## src/rtl/dec_nto2n_seq.sv

```systemverilog
// Registered SEL_W-to-2^SEL_W decoder with a valid/ready input handshake,
// one-hot / thermometer decode and a self-timed scan that walks the lit bit around the ring.
module dec_nto2n_seq #(
    parameter int SEL_W    = 3,
    parameter int SCAN_DIV = 4
) (
    input  logic                  clk,
    input  logic                  rst,
    input  logic                  en,
    input  logic [1:0]            mode,
    input  logic [SEL_W-1:0]      sel,
    input  logic                  sel_valid,
    output logic                  sel_ready,
    output logic [2**SEL_W-1:0]   dout,
    output logic                  dout_valid,
    output logic [SEL_W-1:0]      scan_idx,
    output logic                  scan_wrap
);

    localparam int OUT_N = 2**SEL_W;
    localparam int DIV_W = $clog2(SCAN_DIV + 1);
    localparam logic [DIV_W-1:0] DIV_LAST = DIV_W'(SCAN_DIV - 1);
    localparam logic [OUT_N-1:0] ONE      = OUT_N'(1);
    localparam logic [OUT_N-1:0] ALL_ONES = {OUT_N{1'b1}};
    localparam logic [SEL_W-1:0] IDX_LAST = SEL_W'(OUT_N - 1);

    typedef enum logic [1:0] {
        S_IDLE,
        S_HOLD,
        S_SCAN
    } state_t;

    state_t             state_q, state_d;
    logic [DIV_W-1:0]   div_q, div_d;
    logic [OUT_N-1:0]   dout_d;
    logic               dout_valid_d;
    logic [SEL_W-1:0]   scan_idx_d;
    logic               scan_wrap_d;
    logic               accept;
    logic [SEL_W-1:0]   idx_next;
    logic [OUT_N-1:0]   onehot_sel;
    logic [OUT_N-1:0]   therm_sel;

    assign sel_ready  = en & (state_q != S_SCAN) & ~rst;
    assign accept     = sel_valid & sel_ready;
    assign idx_next   = scan_idx + SEL_W'(1);
    assign onehot_sel = ONE << sel;
    // ~sel equals OUT_N-1-sel, so this keeps bits [sel:0] set: same as ((2<<sel)-1).
    assign therm_sel  = ALL_ONES >> (~sel);

    always_comb begin
        state_d      = state_q;
        div_d        = div_q;
        dout_d       = dout;
        dout_valid_d = 1'b0;
        scan_idx_d   = scan_idx;
        scan_wrap_d  = 1'b0;
        case (state_q)
            S_IDLE, S_HOLD: begin
                if (accept) begin
                    dout_valid_d = 1'b1;
                    scan_idx_d   = sel;
                    case (mode)
                        2'b01: begin
                            dout_d  = therm_sel;
                            state_d = S_HOLD;
                        end
                        2'b10: begin
                            dout_d  = onehot_sel;
                            div_d   = '0;
                            state_d = S_SCAN;
                        end
                        default: begin
                            dout_d  = onehot_sel;
                            state_d = S_HOLD;
                        end
                    endcase
                end else if (!en) begin
                    dout_d  = '0;
                    state_d = S_IDLE;
                end
            end
            S_SCAN: begin
                if (!en || mode != 2'b10) begin
                    dout_d  = '0;
                    div_d   = '0;
                    state_d = S_IDLE;
                end else if (div_q == DIV_LAST) begin
                    div_d       = '0;
                    scan_idx_d  = idx_next;
                    dout_d      = ONE << idx_next;
                    scan_wrap_d = (scan_idx == IDX_LAST);
                end else begin
                    div_d = div_q + DIV_W'(1);
                end
            end
            default: begin
                dout_d  = '0;
                div_d   = '0;
                state_d = S_IDLE;
            end
        endcase
    end

    always_ff @(posedge clk) begin
        if (rst) begin
            state_q    <= S_IDLE;
            div_q      <= '0;
            dout       <= '0;
            dout_valid <= 1'b0;
            scan_idx   <= '0;
            scan_wrap  <= 1'b0;
        end else begin
            state_q    <= state_d;
            div_q      <= div_d;
            dout       <= dout_d;
            dout_valid <= dout_valid_d;
            scan_idx   <= scan_idx_d;
            scan_wrap  <= scan_wrap_d;
        end
    end

endmodule
```

## config.mk

```make
export PLATFORM = sky130hd
export DESIGN_NAME = dec_nto2n_seq
export DESIGN_NICKNAME = d
export VERILOG_FILES = /design/src/rtl/dec_nto2n_seq.sv
export SDC_FILE = /design/constraint.sdc
export NUM_CORES = 1
export LEC_CHECK = 0
export CAP_MARGIN = 40
export CELL_PAD_IN_SITES_DETAIL_PLACEMENT = 2
export CELL_PAD_IN_SITES_GLOBAL_PLACEMENT = 2
export CORE_UTILIZATION = 29
export CTS_BUF_LIST = sky130_fd_sc_hd__clkbuf_8
export CTS_CLUSTER_DIAMETER = 100
export DETAILED_ROUTE_END_ITERATION = 12
export PLACE_DENSITY_LB_ADDON = 0.1
export SYNTH_ARGS = -nofsm -noshare
export SYNTH_HDL_FRONTEND = slang
export SYNTH_SLANG_ARGS = --single-unit
```

## constraint.sdc

```tcl
create_clock -name clk -period 1.5 [get_ports clk]
set_clock_uncertainty 0.15 [all_clocks]
set_input_delay 0.3 -clock clk [delete_from_list [all_inputs] [get_ports clk]]
set_output_delay 0.3 -clock clk [all_outputs]
set_load 0.05 [all_outputs]
```

* After elaboration in Yosys (flattened, before gate mapping) *
Cells that the tools add are included.

word-level totals
  register bits after elaboration = 18
  bits of input ports = 9
  output and inout bits = 14
  logic and storage cells = 66

cells by class
  $add $sub $neg = 2
  equality and inequality tests = 15
  shift-type cells = 3
  multiplexer cells = 21
  bitwise logic cells = 8
  reductions and logical operators = 11

operators with widths
  kind                                                  count
  two-way mux 8 bit                                     5
  two-way mux 3 bit                                     7
  case mux 8 bit (2 select lines)                       1
  << shifter 1 x 3 -> 8 bit (first input constant)      2
  != test 2 bit (second input constant)                 6
  case mux 3 bit (2 select lines)                       2
  two-way mux 2 bit                                     4
  >> shifter 8 x 3 -> 8 bit (first input constant)      1
  adder 3 x 1 -> 3 bit (second input constant)          2
  != test 3 bit (second input constant)                 2
  AND reduction 2 bit                                   3
  equality test 2 x 1 -> 1 bit (second input constant)  2
  equality test 2 bit (second input constant)           2
  inverter 1 bit                                        4
  case mux 2 bit (2 select lines)                       1
  AND reduction 4 bit                                   1
  OR reduction 2 bit                                    2
  OR reduction 4 bit                                    1
  bitwise AND 1 bit                                     3
  equality test 3 x 2 -> 1 bit (second input constant)  1
  equality test 3 bit (second input constant)           1
  inverter 3 bit                                        1
  logical NOT 2 bit                                     1
  != test 2 x 1 -> 1 bit (second input constant)        1
  4 further kinds                                       4

* Longest topological paths before layout *
Gate-level depths: netlist of the first run.

  depth after elaboration = 6
  depth in mapped cells = 6
  depth with buffers taken out = 6

* Least setup slack after synthesis of the first run *
OpenSTA, ideal clock, no wires.

  path kind = reg2reg
  start point = register scan_idx[1]
  end point = register dout[0]
  setup time = 60 ps
  data arrival time = 1795 ps
  data required time = 1290 ps
  slack = -505 ps
  stages on the path, launching flop included = 6
  buffers on the path = 0
  period minus slack after synthesis = 2005 ps
  cell sequence = dfxtp_1 > ha_1 > ha_1 > nor3_1 > a22o_2 > a22o_1

on the way
  word-level cells in the longest chain between the ends = 5

ends and longest elaborated chain
  item                             RTL line  RTL
  start, declared                  16        output logic [SEL_W-1:0] scan_idx,
  start signal, assigned           118       scan_idx <= scan_idx_d;
  adder 3 x 1 -> 3 bit             46        assign idx_next = scan_idx + SEL_W'(1);
  << shifter 1 x 3 -> 8 bit        91        dout_d = ONE << idx_next;
  two-way mux 8 bit                88        end else if (div_q == DIV_LAST) begin
  two-way mux 8 bit                84        if (!en || mode != 2'b10) begin
  case mux 8 bit (2 select lines)  58        case (state_q)
  end signal, assigned             116       dout <= dout_d;
  end, declared                    14        output logic [2**SEL_W-1:0] dout,

Every way passes these cells. The select of a mux whose other input is x is not followed.
A chain may end at the register's enable or synchronous reset.

* Final worst setup path of the first run *
  start point = register div_q[0]
  end point = register dout[1]

on the way
  word-level cells in the longest chain between the ends = 3

ends and longest elaborated chain
  item                           RTL line  RTL
  start, declared                34        logic [DIV_W-1:0] div_q, div_d;
  start signal, assigned         115       div_q <= div_d;
  equality test 3 x 2 -> 1 bit   88
  != test 3 bit (no line)        n/a
  AND reduction 2 bit (no line)  n/a

Every way passes these cells.

==> impl_metrics.toml, run 1 <==
[setup_path]
critical-path-slowest-cell = "dfxtp_2"
crit_start = "div_q[0]"
criticalPathCategory = "reg -> reg"
crit_chain = "ha_4 > and2b_2 > nor3_4 > buf_4 > o21a_4 > a22o_1"
reg2reg_depth = 6
cp_max_fo = 8
max_stage_delay_ns = 0.34
crit_path_end_kind = "flip-flop"
reg2reg_from = "div_q[0]"
startpoint_type = "flip-flop"
reg2reg_to = "dout[1]"
critical_path.top_delay_family = "simple AND/OR/NAND/NOR gates"
worst-path-buf-inv = 1
worstSetupPathDepth = 6
arrival_ns = 1.88
crit_end = "dout[1]"
reg2reg_setup_slack_ns = -0.32
critPathRequiredTime_ns = 1.56

[yosys]
yosys_register_bits = 18
syn-num-nets = 116
synth-edff-count = 0
synthDistinctLibCells = 35
syn_area_um2 = 1030
yosys-top-cells-area = "dfxtp_1 35%, ha_1 8.5%, a22o_1 6.8%, mux2i_1 5.9%, a22o_2 2.9%"
yosysTopAreaCell = "dfxtp_1"
ys_async_sr_fraction_pct = 0
synth.yosys.warnings = 0
synth_ff_type = "dfxtp_1"
avgSynthCellArea_um2 = 10.3
synth_cells = 100
seq_area_frac_synth_pct = 35.1
synth.top_cell.area_share_pct = 35.1

[finish]
multi_input_area_um2 = 763
most-common-layout-cells = "30 x buf_4, 14 x buf_12, 11 x dfxtp_1, 8 x a22o_1"
antenna_cells = 0
fin_cells = 205
seq_area_um2 = 377
areaGrowthSynthToFinish_pct = 87.4
nNetsFinal = 176
drive_gt1_share_pct = 57.2
final_common_cell = "buf_4"
fillCellCount = 343

[sta]
finalSetupViolCount = 15
hold_violations = 0
fmax_mhz = 549
setup_ws_ns = -0.320
tightest_slew_ns = 0.379
maxSlewHeadroom_pct = 74.6
fin_crit_ns = 1.82
rsz0062_at_grt = "true"
finalCritPeriodShare_pct = 121
maxSlewViolCount = 0

[clock_network]
cts.sinks = 18
clk_latency_ns = 0.26
h-tree-depth = 1
cts_buffer_depth = 2
cts_tree = "done"
cts_buffers = 3
cts_hold_buf = 0
root_buffer = "clkbuf_8"
clk_pin_slew_ns = 0.07

[floorplanning]
dieHeight_um = 61.5
die_w_um = 61.5
top_level_ports = 23
floorplan.rows = 21
die-area_um2 = 3780
initial_utilization_pct = 30.5
core-area_um2 = 3360

[power]
peakVddDrop_mv = 0.460
comb_power_share_pct = 24.6
p_clk_share_pct = 34.3
p_int_mw = 0.857
switchingPower_mw = 0.343
power.total_mw = 1.20
leakage_nw = 0.797
p_seq_share_pct = 41.1
powerDensity_nw_per_um2 = 624
sw_frac_of_total_pct = 28.6

[detailed_routing]
drt-initial-drc-count = 45
routed_wl_um = 4790
drtPass1Iterations = 4
vias = 1110
ant_nets = 0
drt-vias-per-instance = 5.41
drc = 0
post_drt_wl_per_cell_um = 23.4

[global_routing]
grt_usage_pct = 24.7
grt_pass1_wl_um = 6420
antenna_found_initial = 0
grt_max_degree = 11
grt.met3_usage_pct = 3.15
use_met2_pct = 45.8
grt.overflow.total = 0
grt_pass1_vias = 1215
top_usage_layer = "met2"
met1_usage_pct = 27.8

[flow_run]
drv_cap = 0

[placed_design]
post-dp-hpwl_um = 2900
pre_cts_slack_ns = -0.623
port_buffers = 22
dp_cells = 193
gp_routability_congestion = 0.790

[min_path]
hold_path.class = "in -> reg"

[outcome]
violations = "negative setup slack"
status = "complete, but fails checks"
-- power by group through the flow --
stage               sequential, mW  clock [mW]  combinational, mW
global placement             0.504           0              0.234
global route                 0.493       0.447              0.308
floorplan                    0.530           0             0.0857
detailed placement           0.504           0              0.246
finish                       0.493       0.411              0.295
CTS                          0.493       0.424              0.259
-- timing repair --
item / in CTS / in global routing
gates resized for setup: 13 / 23
pin swaps: 12 / 15
setup endpoints to repair: 18 / 17
setup buffers: 4 / 6
-- sequential cells by signal, summed over array words and instances (netlist names) --
register,count
scan_idx,3
dout,8
state_q,2
scan_wrap,1
dout_valid,1
div_q,3
-- metrics by stage --
step                instance area, um^2  setup TNS, ns  hold WS, ns  util, %
floorplan                          1080         -0.493        0.257        -
global placement                   1680          -8.03        0.294     50.0
detailed placement                 1680          -9.72        0.331     50.0
CTS                                1790          -2.64        0.341     53.3
global route                       1920          -4.14        0.346     57.2
finish                             1920          -3.49        0.334     57.2
-- worst min-delay path, cell delays in order --
cell	delay, ns
clkbuf_2	0.17
buf_4	0.19
nor3_2	0.04
-- layer usage --
layer	routed length [um]	vias to the layer above	share of wire (%)
met1	1820	560	38
met3	144	17	3.0
met5	0	-	0
li1	-	498	-
met2	2630	35	55
met4	198	0	4.1
-- cell type report --
class                   count  share of cell area [%]
multi-input cells          73                    39.7
repair buffers             58                    33.7
flip-flops and latches     18                    19.6
well taps                  46                    2.99
clock buffers               4                    2.86
inverters                   6                    1.17
-- worst min path at each step --
stage / startpoint / end / slack, ns / cells after the start
final: rst / state_q[1] / 0.33 / 3
after global placement: div_q[2] / div_q[2] / 0.29 / 1
after CTS: div_q[2] / div_q[2] / 0.34 / 1
after floorplan: sel_valid / state_q[0] / 0.26 / 1
after global routing: rst / state_q[1] / 0.35 / 3
after detailed placement: div_q[2] / div_q[2] / 0.33 / 1
-- cell families after synthesis --
family                   after synthesis  share of synthesized area [%]
buffers and inverters                  9                           5.12
multiplexers                           6                           5.85
adder cells (fa/ha/maj)                7                           8.54
AO/OA/AOI/OAI                         33                           29.0
AND/OR/NAND/NOR                       27                           16.3
flip-flops                            18                           35.1
-- cell usage after synthesis, drive strengths merged, types with 2 or more instances --
library cell  number
o21ai              5
and2b              2
nor2b              2
mux2i              6
a211oi             3
a32o               2
nor3               5
or2                2
nand2              3
a22o              11
o2bb2ai            3
nor2               7
nand2b             2
a2111oi            2
ha                 7
dfxtp             18
buf                3
inv                6
Power figures use the tool's default switching activity.
==> run 2: changes to the inputs <==
--- a/config.mk
+++ b/config.mk
@@ -8,9 +8,10 @@
 export CAP_MARGIN = 40
 export CELL_PAD_IN_SITES_DETAIL_PLACEMENT = 2
 export CELL_PAD_IN_SITES_GLOBAL_PLACEMENT = 2
-export CORE_UTILIZATION = 29
+export CORE_UTILIZATION = 32
 export CTS_BUF_LIST = sky130_fd_sc_hd__clkbuf_8
 export CTS_CLUSTER_DIAMETER = 100
+export CTS_CLUSTER_SIZE = 10
 export DETAILED_ROUTE_END_ITERATION = 12
 export PLACE_DENSITY_LB_ADDON = 0.1
 export SYNTH_ARGS = -nofsm -noshare
==> constraint.sdc (replaced) <==
create_clock -name clk -period 1.69 [get_ports clk]
set_clock_uncertainty 0.15 [all_clocks]
set_input_delay 0.338 -clock clk [delete_from_list [all_inputs] [get_ports clk]]
set_output_delay 0.338 -clock clk [all_outputs]
set_load 0.05 [all_outputs]
==> impl_metrics.toml, run 2 (synthesis gave the netlist of run 1 again) <==
[setup_path]
startpoint_type = "flip-flop"
cpMostUsedCell = "ha_4"
crit_path_end_kind = "flip-flop"
critPathRequiredTime_ns = 1.73
critical-path-slowest-cell = "dfxtp_4"
cp_max_fo = 4
worst-path-buf-inv = 1
critical_path.top_delay_family = "adder cells"
crit_chain = "ha_4 > ha_4 > inv_4 > nor3_4 > o2bb2ai_2 > a22o_1"
criticalPathCategory = "reg -> reg"
arrival_ns = 1.79
max_stage_delay_ns = 0.37

[sta]
maxSlewViolCount = 0
setup_ws_ns = -0.0602
maxSlewHeadroom_pct = 70.4
fin_tns_setup_ns = -0.180
tightest_slew_ns = 0.432
hold_violations = 0
finalSetupViolCount = 6
finalCritPeriodShare_pct = 104
fin_crit_ns = 1.75
rsz0062_at_grt = "true"
fmax_mhz = 571

[detailed_routing]
routed_wl_um = 5370
drt-initial-drc-count = 20
vias = 1122
drc = 0
drtPass1Iterations = 4
ant_nets = 0
post_drt_wl_per_cell_um = 26.9
drt-vias-per-instance = 5.61

[placed_design]
placed_cell_area_um2 = 1630
pre_cts_slack_ns = -0.547
post-dp-hpwl_um = 3010
port_buffers = 22
gp_routability_congestion = 0.802

[finish]
drive_gt1_share_pct = 55.8
top_regs = "dout x8, div_q x3, scan_idx x3"
most-common-layout-cells = "28 x buf_4, 14 x buf_12, 12 x dfxtp_1, 8 x a22o_1, 6 x nor2_1"
areaGrowthSynthToFinish_pct = 83.0
fin_area_um2 = 1880
final_common_cell = "buf_4"
nNetsFinal = 173
largest_register = "dout"
largest_reg_flops = 8
antenna_cells = 0

[clock_network]
cts_tree = "done"
cts_buffers = 3
clk_pin_slew_ns = 0.09
h-tree-depth = 1
cts_buffer_depth = 2
clk_latency_ns = 0.27
cts.sinks = 18
root_buffer = "clkbuf_8"
cts_hold_buf = 0

[floorplanning]
floorplan.rows = 20
die_w_um = 58.6
core-area_um2 = 3050
initial_utilization_pct = 33.6
die-area_um2 = 3440
top_level_ports = 23
dieHeight_um = 58.6

[power]
power.total_mw = 1.04
leakage_nw = 0.786
powerDensity_nw_per_um2 = 552
peakVddDrop_mv = 0.354

[global_routing]
grt_usage_pct = 31.3
grt_pass1_vias = 1260
grt.overflow.total = 0
antenna_found_initial = 0
grt_pass1_wl_um = 7450
grt_max_degree = 11

[flow_run]
drv_cap = 0

[min_path]
hold_path.class = "reg -> reg"

[outcome]
violations = "negative setup slack"
status = "complete, but fails checks"
==> run 2: changes by cell type in the layout (fill, tap and decap cells not counted), sizes merged <==
cell / delta
buf: -3
clkbuf: -2
clkdlybuf4s15: +1
clkdlybuf4s50: -1
clkinv: +1
dlygate4sd2: +1
==> run 2: final timing paths <==
path / slack [ns] / cells past startpoint / startpoint / endpoint
min reg2reg: 0.33 / 1 / div_q[2] / div_q[2]
max reg2reg: -0.06 / 6 / scan_idx[1] / dout[7]
max: -0.06 / 6 / scan_idx[1] / dout[7]
min: 0.33 / 1 / div_q[2] / div_q[2]
==> run 2: area by class of cell <==
type / instances / area, um^2
clock buffer: 3 / 41.3
inverter: 6 / 25.0
fill: 291 / 1170
multi-input combinational: 73 / 751
timing repair buffer: 55 / 627
sequential: 18 / 375
clock inverter: 1 / 3.75
tap: 44 / 55.1
==> run 2: repair_timing <==
action | in CTS | in global routing
pin swaps | 3 | 17
setup endpoints to repair | 16 | 14
setup buffers | 4 | 5
resized for setup | 23 | 22
==> run 2: power breakdown <==
group          internal (mW)  total [mW]  switching (mW)
Combinational          0.119       0.262           0.142
Sequential             0.429       0.439          0.0101
Clock                  0.162       0.336           0.173
==> run 2: through the flow <==
stage / hold WS (ns) / util [%] / cells
after floorplan: 0.291 / - / 100
after global placement: 0.297 / 53.3 / 189
after detailed placement: 0.308 / 53.3 / 189
after CTS: 0.318 / 58.2 / 197
after global routing: 0.339 / 61.5 / 200
final: 0.326 / 61.5 / 200
==> run 2: worst reg2reg max path: cells and delay by family (launching register included) <==
kind / cells / cell delay, ns
buffers and inverters: 1 / 0.04
AO/OA/AOI/OAI: 2 / 0.35
AND/OR/NAND/NOR: 1 / 0.30
flip-flops: 1 / 0.37
adder cells (fa/ha/maj): 2 / 0.46
==> run 2: routing by layer <==
| layer | global-route usage [%] | vias up | share of wire [%] |
|---|---|---|---|
| met3 | 2.86 | 14 | 2.5 |
| met5 | 0 | - | 0 |
| met4 | 13.6 | 0 | 3.6 |
| li1 | - | 496 | - |
| met1 | 38.0 | 581 | 42 |
| met2 | 56.3 | 31 | 51 |
==> run 3: changes to the inputs <==
--- a/config.mk
+++ b/config.mk
@@ -5,10 +5,12 @@
 export SDC_FILE = /design/constraint.sdc
 export NUM_CORES = 1
 export LEC_CHECK = 0
+export ABC_AREA = 1
 export CAP_MARGIN = 40
 export CELL_PAD_IN_SITES_DETAIL_PLACEMENT = 2
 export CELL_PAD_IN_SITES_GLOBAL_PLACEMENT = 2
-export CORE_UTILIZATION = 32
+export CORE_MARGIN = 4
+export CORE_UTILIZATION = 27
 export CTS_BUF_LIST = sky130_fd_sc_hd__clkbuf_8
 export CTS_CLUSTER_DIAMETER = 100
 export CTS_CLUSTER_SIZE = 10
==> impl_metrics.toml, run 3 <==
[outcome]
status = "complete, but fails checks"
violations = "negative setup slack"

[floorplanning]
top_level_ports = 23
die-area_um2 = 5030
initial_utilization_pct = 28.5
floorplan.rows = 22
core-area_um2 = 3740
dieHeight_um = 70.9
die_w_um = 70.9

[min_path]
worstHoldEndpoint = "div_q[1]"
hold_depth = 2
min_from = "div_q[1]"
hold_path.class = "reg -> reg"

[finish]
drive_gt1_share_pct = 34.5
largest_reg_flops = 8
top_regs = "dout x8, div_q x3, scan_idx x3"
final_common_cell = "nand2_1"
largest_register = "dout"
areaGrowthSynthToFinish_pct = 66.5
nNetsFinal = 224
fillCellCount = 436
most-common-layout-cells = "48 x nand2_1, 19 x buf_4, 17 x inv_1, 14 x dfxtp_1, 14 x buf_12"
finish.utilization_pct = 47.5
antenna_cells = 0

[yosys]
synth_cells = 162
synth_top_cells_by_count = "52 x nand2_1, 19 x inv_1, 18 x dfxtp_1, 16 x nor2_1"
synth_top_family_by_area = "simple AND/OR/NAND/NOR gates"
synthDistinctLibCells = 20
avgSynthCellArea_um2 = 6.60
synth_most_common_cell = "nand2_1"
yosys_register_bits = 18
muxShareOfSynthArea_pct = 0
synthXorXnorAreaFrac_pct = 0
yosys-top-cells-area = "dfxtp_1 34%, nand2_1 18%, ha_1 8.2%, inv_1 6.7%, a21oi_1 5.6%"
synth-edff-count = 0
synth.yosys.warnings = 0
seq_area_frac_synth_pct = 33.7
ys_async_sr_fraction_pct = 0
syn_area_um2 = 1070
synthAdderAreaFrac_pct = 8.20
synth_ff_type = "dfxtp_1"
synth-compound-area-share_pct = 12.9
syn-num-nets = 178
synth.top_cell.area_share_pct = 33.7
yosysTopAreaCell = "dfxtp_1"
synth_simple_gate_area_share_pct = 35.0

[detailed_routing]
vias = 1239
ant_nets = 0
drtPass1Iterations = 4
routed_wl_um = 4460
drc = 0
drt-initial-drc-count = 53
post_drt_wl_per_cell_um = 17.6
drt-vias-per-instance = 4.88

[sta]
maxSlewViolCount = 0
setup_ws_ns = -0.0444
fin_crit_ns = 1.73
holdWs_ns = 0.350
maxSlewHeadroom_pct = 83.5
fmax_mhz = 577
hold_violations = 0
rsz0062_at_grt = "true"
tightest_slew_ns = 0.246
finalCritPeriodShare_pct = 103
finalSetupViolCount = 1

[setup_path]
reg2reg_from = "scan_idx[0]"
worst-path-buf-inv = 0
critical_path.top_delay_family = "simple AND/OR/NAND/NOR gates"
critPathRequiredTime_ns = 1.73
arrival_ns = 1.77
crit_chain = "ha_4 > ha_4 > nand2_4 > nor3_4 > nand2_1 > nand2_1 > nand2_1 > a21oi_1"
critical-path-slowest-cell = "dfxtp_2"
reg2reg_setup_slack_ns = -0.04
cp_max_fo = 4
reg2reg_depth = 8
reg2reg_to = "dout[7]"
cpMostUsedCell = "nand2_1"
criticalPathCategory = "reg -> reg"
max_stage_delay_ns = 0.34
startpoint_type = "flip-flop"
crit_path_end_kind = "flip-flop"

[clock_network]
h-tree-depth = 1
cts_buffers = 3
cts_tree = "done"
cts.sinks = 18
clk_pin_slew_ns = 0.07
cts_buffer_depth = 2
root_buffer = "clkbuf_8"
clk_latency_ns = 0.26

[global_routing]
grt_pass1_vias = 1361
antenna_found_initial = 0
grt_pass1_wl_um = 6610
grt.overflow.total = 0
grt_usage_pct = 16.2
grt_max_degree = 13

[placed_design]
post-dp-hpwl_um = 3020
port_buffers = 22
pre_cts_slack_ns = -0.310
gp_routability_congestion = 0.792

[power]
powerDensity_nw_per_um2 = 552
power.total_mw = 0.982
peakVddDrop_mv = 0.266
leakage_nw = 0.808

[flow_run]
drv_cap = 0
==> run 3: worst max path at each step <==
stage                     start       end  slack, ns  cells after the start
floorplan           scan_idx[0]   dout[4]       0.01                      8
finish              scan_idx[0]   dout[7]      -0.04                      8
global placement             en  div_q[0]      -0.22                      8
CTS                 scan_idx[0]   dout[7]      0.007                      8
global route        scan_idx[0]   dout[7]      -0.13                      8
detailed placement           en  div_q[2]      -0.31                      8
==> run 3: final cells by class <==
type                    instances  area [um^2]  area share [%]
repair buffers                 43          524            29.5
well taps                      48         60.1            3.38
clock buffers                   3         41.3            2.32
multi-input cells             119          694            39.0
flip-flops and latches         18          365            20.5
inverters                      23         93.8            5.27
==> run 3: through the flow <==
stage / instance area [um^2] / cells / setup TNS [ns]
5_1_grt: 1780 / 254 / -0.831
6_report: 1780 / 254 / -0.0444
2_1_floorplan: 1070 / 162 / 0
3_3_place_gp: 1610 / 247 / -2.86
3_5_place_dp: 1610 / 247 / -4.77
4_1_cts: 1690 / 251 / 0
==> run 3: worst register-to-register path, delay by kind of cell, from the launching register on <==
family / cells / cell delay [ns]
AND/OR/NAND/NOR: 5 / 0.60
adder cells (fa/ha/maj): 2 / 0.44
flip-flops: 1 / 0.34
AO/OA/AOI/OAI: 1 / 0.13
==> run 3: repair_timing <==
item / 4_1_cts / 5_1_grt
gates resized for setup: 9 / 21
setup endpoints to repair: 15 / 14
pin swaps: 4 / 10
hold buffers: 0 / 0
buffers inserted: 1 / 2
cloned: 0 / 1
==> run 3: routing by layer <==
layer / routed length [um] / share of wire [%] / GRT usage [%]
met2: 2480 / 56 / 29.2
met3: 166 / 3.7 / 2.56
met4: 24 / 0.54 / 2.51
met1: 1790 / 40 / 20.7
met5: 0 / 0 / 0
==> run 3: logic make-up after synthesis <==
group | after synthesis
AOI/OAI and AO/OA | 26
buffers and inverters | 26
DFF | 18
adders and majority gates | 7
and+or+nand+nor | 85
==> run 3: power breakdown <==
group	switching, mW	total (mW)	leakage, nW	internal [mW]
sequential	0.0108	0.444	0.148	0.434
combinational	0.131	0.230	0.638	0.0991
clock	0.149	0.308	0.0216	0.159
